### config.mk
export PLATFORM = sky130hd
export DESIGN_NAME = gate_test_sequencer
export DESIGN_NICKNAME = d
export VERILOG_FILES = /design/src/rtl/gate_test_pkg.sv /design/src/rtl/gate_test_sequencer_settle_timer.sv /design/src/rtl/gate_test_sequencer.sv
export SDC_FILE = /design/constraint.sdc
export NUM_CORES = 1
export LEC_CHECK = 0
export CORE_UTILIZATION = 30
export DETAILED_ROUTE_END_ITERATION = 10
export GPL_TIMING_DRIVEN = 0
export MAX_ROUTING_LAYER = met4
export PLACE_DENSITY = 0.55
export SLEW_MARGIN = 30
export SYNTH_ARGS = -nofsm -noshare
export SYNTH_HDL_FRONTEND = slang
export SYNTH_SLANG_ARGS = --single-unit
### constraint.sdc
create_clock -name clk -period 2 [get_ports clk]
set_input_delay 0.2 -clock clk [delete_from_list [all_inputs] [get_ports clk]]
set_output_delay 0.2 -clock clk [all_outputs]
set_load 0.02 [all_outputs]
### src/rtl/gate_test_pkg.sv
// Shared encodings for the gate test sequencer.
// Gate-select codes, FSM states and the select validity check.
package gate_test_pkg;

  localparam logic [2:0] SEL_AND  = 3'b000;
  localparam logic [2:0] SEL_OR   = 3'b001;
  localparam logic [2:0] SEL_NAND = 3'b010;
  localparam logic [2:0] SEL_NOR  = 3'b011;
  localparam logic [2:0] SEL_XOR  = 3'b100;
  localparam logic [2:0] SEL_XNOR = 3'b101;

  typedef enum logic [2:0] {
    IDLE,
    APPLY,
    SETTLE,
    SAMPLE,
    DONE
  } state_t;

  function automatic logic is_valid_sel(input logic [2:0] sel);
    return sel <= SEL_XNOR;
  endfunction

endpackage

### src/rtl/gate_test_sequencer_settle_timer.sv
// Loadable down-counter that times the settle window after a vector.
// Holds at zero once expired until reloaded.
module settle_timer #(
  parameter int WIDTH = 3
) (
  input  logic             clk,
  input  logic             reset,
  input  logic             load,
  input  logic [WIDTH-1:0] load_val,
  output logic             expired
);

  logic [WIDTH-1:0] count;

  always_ff @(posedge clk) begin
    if (reset) begin
      count <= '0;
    end else if (load) begin
      count <= load_val;
    end else if (count != '0) begin
      count <= count - 1'b1;
    end
  end

  assign expired = (count == '0);

endmodule

### src/rtl/gate_test_sequencer.sv
// Walks a quad 2-input gate IC through its four truth-table vectors
// and compares every pin against the reference mux output.
module gate_test_sequencer
  import gate_test_pkg::*;
#(
  parameter int SETTLE_CYCLES = 4,
  parameter int NUM_GATES     = 4
) (
  input  logic                 clk,
  input  logic                 reset,
  input  logic                 start,
  input  logic [2:0]           gate_sel,
  input  logic                 exp_y,
  input  logic [NUM_GATES-1:0] ic_out,
  output logic [2:0]           select,
  output logic [NUM_GATES-1:0] test_a,
  output logic [NUM_GATES-1:0] test_b,
  output logic                 busy,
  output logic                 done,
  output logic                 pass,
  output logic [NUM_GATES-1:0] fail_mask,
  output logic                 bad_sel
);

  localparam int TW = $clog2(SETTLE_CYCLES) + 1;
  localparam logic [TW-1:0] SETTLE_LOAD = TW'(SETTLE_CYCLES - 1);

  state_t               state;
  state_t               state_next;
  logic [1:0]           vec;
  logic [1:0]           vec_next;
  logic [2:0]           select_next;
  logic [NUM_GATES-1:0] fail_next;
  logic [NUM_GATES-1:0] mism;
  logic                 pass_next;
  logic                 bad_next;
  logic                 load;
  logic                 expired;

  settle_timer #(
    .WIDTH(TW)
  ) u_timer (
    .clk      (clk),
    .reset    (reset),
    .load     (load),
    .load_val (SETTLE_LOAD),
    .expired  (expired)
  );

  // Only consumed in SAMPLE, so an undriven mux output is never used.
  assign mism = ic_out ^ {NUM_GATES{exp_y}};

  always_comb begin
    state_next  = state;
    vec_next    = vec;
    select_next = select;
    fail_next   = fail_mask;
    pass_next   = pass;
    bad_next    = bad_sel;
    load        = 1'b0;
    busy        = 1'b0;
    done        = 1'b0;
    test_a      = '0;
    test_b      = '0;
    unique case (state)
      IDLE: begin
        if (start) begin
          select_next = gate_sel;
          fail_next   = '0;
          pass_next   = 1'b0;
          bad_next    = ~is_valid_sel(gate_sel);
          vec_next    = 2'd0;
          state_next  = is_valid_sel(gate_sel) ? APPLY : DONE;
        end
      end
      APPLY: begin
        busy       = 1'b1;
        test_a     = {NUM_GATES{vec[1]}};
        test_b     = {NUM_GATES{vec[0]}};
        load       = 1'b1;
        state_next = SETTLE;
      end
      SETTLE: begin
        busy   = 1'b1;
        test_a = {NUM_GATES{vec[1]}};
        test_b = {NUM_GATES{vec[0]}};
        if (expired) begin
          state_next = SAMPLE;
        end
      end
      SAMPLE: begin
        busy      = 1'b1;
        test_a    = {NUM_GATES{vec[1]}};
        test_b    = {NUM_GATES{vec[0]}};
        fail_next = fail_mask | mism;
        if (vec == 2'd3) begin
          pass_next  = ~bad_sel & ~|fail_next;
          state_next = DONE;
        end else begin
          vec_next   = vec + 2'd1;
          state_next = APPLY;
        end
      end
      DONE: begin
        done       = 1'b1;
        state_next = IDLE;
      end
      default: state_next = IDLE;
    endcase
  end

  always_ff @(posedge clk) begin
    if (reset) begin
      state     <= IDLE;
      vec       <= 2'd0;
      select    <= 3'd0;
      fail_mask <= '0;
      pass      <= 1'b0;
      bad_sel   <= 1'b0;
    end else begin
      state     <= state_next;
      vec       <= vec_next;
      select    <= select_next;
      fail_mask <= fail_next;
      pass      <= pass_next;
      bad_sel   <= bad_next;
    end
  end

endmodule

After elaboration in Yosys (flattened, before gate mapping)
Index checks and enable logic that the tools add are counted.

Register bits: 17. Input bits: 11. Output and inout bits: 19. Word-level logic and storage cells: 59.

Add/sub/neg operators: 2. $lt $le $gt $ge: 1. Equality and inequality tests: 9. Multiplexer cells: 20. Bitwise gates (word level): 5. Reductions and logical operators: 14.

Operators by type and width (count): 2-to-1 mux 3 bit (4); 2-to-1 mux 4 bit (3); one-hot mux 3 bit (4 select lines) (1); 2-to-1 mux 2 bit (4); inequality test 2 bit (second input constant) (4); one-hot mux 4 bit (2 select lines) (1); equality test 3 x 2 -> 1 bit (second input constant) (2); logical NOT 3 bit (2); AND reduction 2 bit (3); AND reduction 3 bit (2); 2-to-1 mux 1 bit (5); bitwise OR 4 bit (1); one-hot mux 2 bit (2 select lines) (1); nonzero test 2 bit (2); OR reduction 4 bit (1); bitwise XOR 4 bit (1); equality test 3 x 1 -> 1 bit (second input constant) (1); equality test 3 bit (second input constant) (1); less-or-equal comparator 3 bit (second input constant) (1); nonzero test 3 bit (1); OR reduction 3 bit (1); subtractor 3 x 1 -> 3 bit (second input constant) (1); adder 2 x 1 -> 2 bit (second input constant) (1); equality test 2 bit (second input constant) (1); other kinds (5) (6).

Longest topological paths before layout
Word-level depth: 7. Gate-level depth with buffers: 5. Gate-level depth less buffers: 5.

Cells and area by module
From an unflattened synthesis, not the netlist that was laid out.

Cell total of the unflattened synthesis: 112. Area, all modules: 959.7 sq um.

By module, submodules not included: gate_test_sequencer (instances 1, cells each 90, area an instance 753.2 sq um, seq. area each 280.3 sq um); settle_timer (instances 1, cells each 22, area an instance 206.4 sq um, seq. area each 60.1 sq um).

Worst setup path after synthesis
No wires, ideal clock.

Kind: reg-to-output. Start point: register state[1]. End point: output test_a[1]. Arrival: 1550 ps. Required time: 1800 ps. Slack: 250 ps. Cell stages (with the launch flop): 6. Buffers on the path: 2. Path through: dfxtp_1 > clkbuf_1 > nor2_1 > nor2_1 > and2_1 > buf_4.

Word-level cells in the longest chain between the ends: 3. Elaborated cells on any way between the ends: 5. Classes of those cells: eq/ne (3); mux (1); reduce/logical (1).

RTL lines: from (decl) (line gate_test_sequencer.sv:28) `state_t state;`; from (signal assigned) (line gate_test_sequencer.sv:121) `state <= state_next;`; equality test 3 x 2 -> 1 bit or equality test 3 x 1 -> 1 bit (tied branches) (line gate_test_sequencer.sv:65) `unique case (state)`; OR reduction 3 bit (no source line) (*); 2-to-1 mux 4 bit (*) (line gate_test_sequencer.sv:65); to (decl) (line gate_test_sequencer.sv:16) `output logic [NUM_GATES-1:0] test_a,`.

Mark *: on every way between the ends. The rest lies on a longest branch, timed or not.

Worst setup path in the final report
Start point: register state[1]. End point: output done.

Word-level cells in the longest chain between the ends: 2.

RTL lines: equality test 3 bit (line gate_test_sequencer.sv:65); 2-to-1 mux 1 bit (line gate_test_sequencer.sv:65); to (decl) (line gate_test_sequencer.sv:19) `output logic done,`.

Every way passes these cells.

==> summary.txt <==
Outcome
  • Outcome: finished clean

Floorplanning
  • Initial Utilization: between 30 and 40%
  • Chip width: 58.2 um
  • Cell Rows: 20
  • Die height: ~58 um
  • IO Count: 30
  • Die area: 0.00339 mm2
  • Total core area: 0.00303 mm2

Final layout
  • Most common cell after layout, fill and taps aside: clkdlybuf4s50_1
  • Multi-input logic area: 500 um2
  • Final instance area: between 0.001 and 0.0015 mm2
  • Nets: 150
  • Fillers: 333
  • Ant. Diodes: 0
  • Share of cells above drive strength 1: between 15 and 20%
  • Final core utilization: 42.6%
  • FF/Latch Area: between 300 and 400 um2
  • Syn-to-layout area delta: 36.1%
  • Most frequent cells in the layout: clkdlybuf4s50_1 (19), dfxtp_1 (15), nor2_1 (11)

Run
  • Total of max-cap violations: 0

Synthesis
  • Syn_area_per_cell: between 8 and 9 um2
  • Netlist cell types: 35
  • Post-synthesis cell count: 106
  • Mapped Area: approximately 950 um2
  • Syn Nets: 120
  • Sequential area share after synthesis: 35.9%
  • FF+latch count, synth: 17
  • Ys Warns: 0

Placed design
  • Port bufs: 27
  • Detailed Place HPWL: 1.56 mm
  • DP Worst Slack: -93.7 ps
  • Area after DPL: 0.00127 mm2
  • Final GP Congestion: 0.708

Routing
  • Wire per inst: 11.1 um
  • Total Wirelength: 1.99 mm
  • DRC: 0
  • Via density: 4.62
  • Post-detailed-route count of antenna-violating nets: 0
  • TritonRoute pass-1 iters: 4
  • Initial drt markers: 22
  • Vias: 827

STA
  • Hold Slack: roughly 260 ps
  • Final Hold Viols: 0
  • RSZ-0062 raised after global routing: no
  • Max Clk Rate: 551 MHz
  • Final Critical Period: 1820 ps
  • Max-slew violation count: 0
  • Period Utilization, post-route: 90.8%
  • Final worst slack: 184 ps
  • Setup-failing EPs final: 0
  • Worst Max-Slew Pin Slew: ~440 ps
  • Clock Skews: 11.3 ps
  • Max-slew headroom: between 70% and 80%

Power
  • Worst VDD drop: 0.366 mV
  • Lkg Pwr: about 0.54 nW
  • Pwr Total: 0.000994 W
  • Power per cell area: 770 mW/mm2

GRT
  • First-pass GRT wire length: 3.46 mm
  • Total Routing Usage GR: 14.0%
  • Congestion Overflow GR: 0
  • Initial antenna violation count: 0
  • Largest net degree at the start of global routing: 12
  • Vias in the first global route: a little over 800

Clocking
  • TritonCTS Sinks: 17
  • CTS tree: done
  • Postcts setup bufs: 0
  • Inserted Clock Buffers: 3
  • Clock transition at path regs: roughly 110 ps
  • Post-CTS sizing: 12
  • Hold Buf Count CTS: 0
  • Clk Latency, worst-skew pair: 290 ps
  • # H-tree levels: 1
  • CTS Root Cell: clkbuf_4
  • CTS Buffer Depth: 2

Setup path
  • CP max FO: 11
  • Worst R2R Path Depth: 5
  • CP Data Arrival Time: 1620 ps
  • CP required: 1800 ps
  • CP startpoint kind: flop
  • Capturing element type of the critical path: primary output
  • Setup CP Type: flop to primary output

Worst hold path
  • Hold crit path type: input port to flop
  • Hold path cells: 2
==> final cells by class <==
| cell class | instances | share of cell area [%] |
|---|---|---|
| Inverter | 4 | 1.16 |
| Clock buffer | 3 | 1.74 |
| Timing Repair Buffer | 27 | 20.2 |
| Sequential cell | 17 | 26.9 |
| Clock inverter | 1 | 0.388 |
| Multi-Input combinational cell | 71 | 38.8 |
| Tap cell | 44 | 4.26 |
| Buffer | 12 | 6.59 |
==> cells in the mapped netlist (all sizes together) <==
cell | number | area (um2)
a22o | 1 | 8.76
nor4 | 1 | 6.26
nand4 | 2 | 12.5
a21oi | 10 | 50.1
a22oi | 4 | 50.1
dfxtp | 17 | 340
xnor2 | 3 | 26.3
nor3b | 2 | 15.0
or2 | 2 | 12.5
or3b | 2 | 17.5
nand3 | 4 | 20.0
or4b | 1 | 13.8
buf | 11 | 81.3
and3b | 2 | 17.5
nand2b | 1 | 6.26
ha | 3 | 37.5
and2 | 3 | 18.8
clkbuf | 3 | 11.3
mux2i | 3 | 30.0
nor2 | 11 | 41.3
nor3 | 2 | 10.0
nand3b | 1 | 7.51
o31ai | 1 | 7.51
nand2 | 3 | 11.3
nor2b | 1 | 6.26
inv | 4 | 15.0
o32ai | 1 | 8.76
mux2 | 1 | 11.3
or4 | 1 | 7.51
xor2 | 4 | 35.0
nand4bb | 1 | 11.3
==> path summary, 6_finish.rpt <==
kind / from / to / slack [ps]
max: state[1] / done / 180
min: reset / u_timer.count[1] / 260
max reg2reg: state[2] / fail_mask[0] / 510
min reg2reg: vec[1] / vec[1] / 490
==> report_power, final <==
group / switching (W) / total [W] / internal (W)
registers: 0.0000464 / 0.000436 / 0.000389
logic: 0.000183 / 0.000373 / 0.000189
clock network: 0.000111 / 0.000186 / 0.0000744
==> worst max-delay path: stages (launching register included) <==
cell and delay [ps]:
dfxtp_4 400, nor2_1 180, and2_1 150, clkdlybuf4s50_1 590
==> cells by family (layout without fill, tap and decap cells) <==
group	after synthesis	count (layout)	share of synthesized area, %
simple gates	40	40	24.8
buf+inv	18	47	11.3
compound gates	17	17	13.2
flops	17	17	35.9
xor+xnor	7	7	6.46
mux	4	4	4.35
fa+ha+maj	3	3	3.96
==> state kept, by name, indices dropped and copies added, names as in the netlist <==
register,cells
bad_sel,1
fail_mask,4
pass,1
select,3
state,3
u_timer.count,3
vec,2
==> stage by stage <==
stage	setup TNS, ps	cells
5_1_grt	0	179
3_3_place_gp	-199	177
2_1_floorplan	0	106
3_5_place_dp	-525	177
4_1_cts	0	179
6_report	0	179
==> metal layers <==
metal,vias up,part of all wire [%],GRT usage [%]
li1,420,-,-
met1,379,44,15.5
met2,24,50,23.6
met3,4,3.5,1.34
met4,0,2.6,9.18
met5,-,0,-
(Power assumes the default switching activity.)
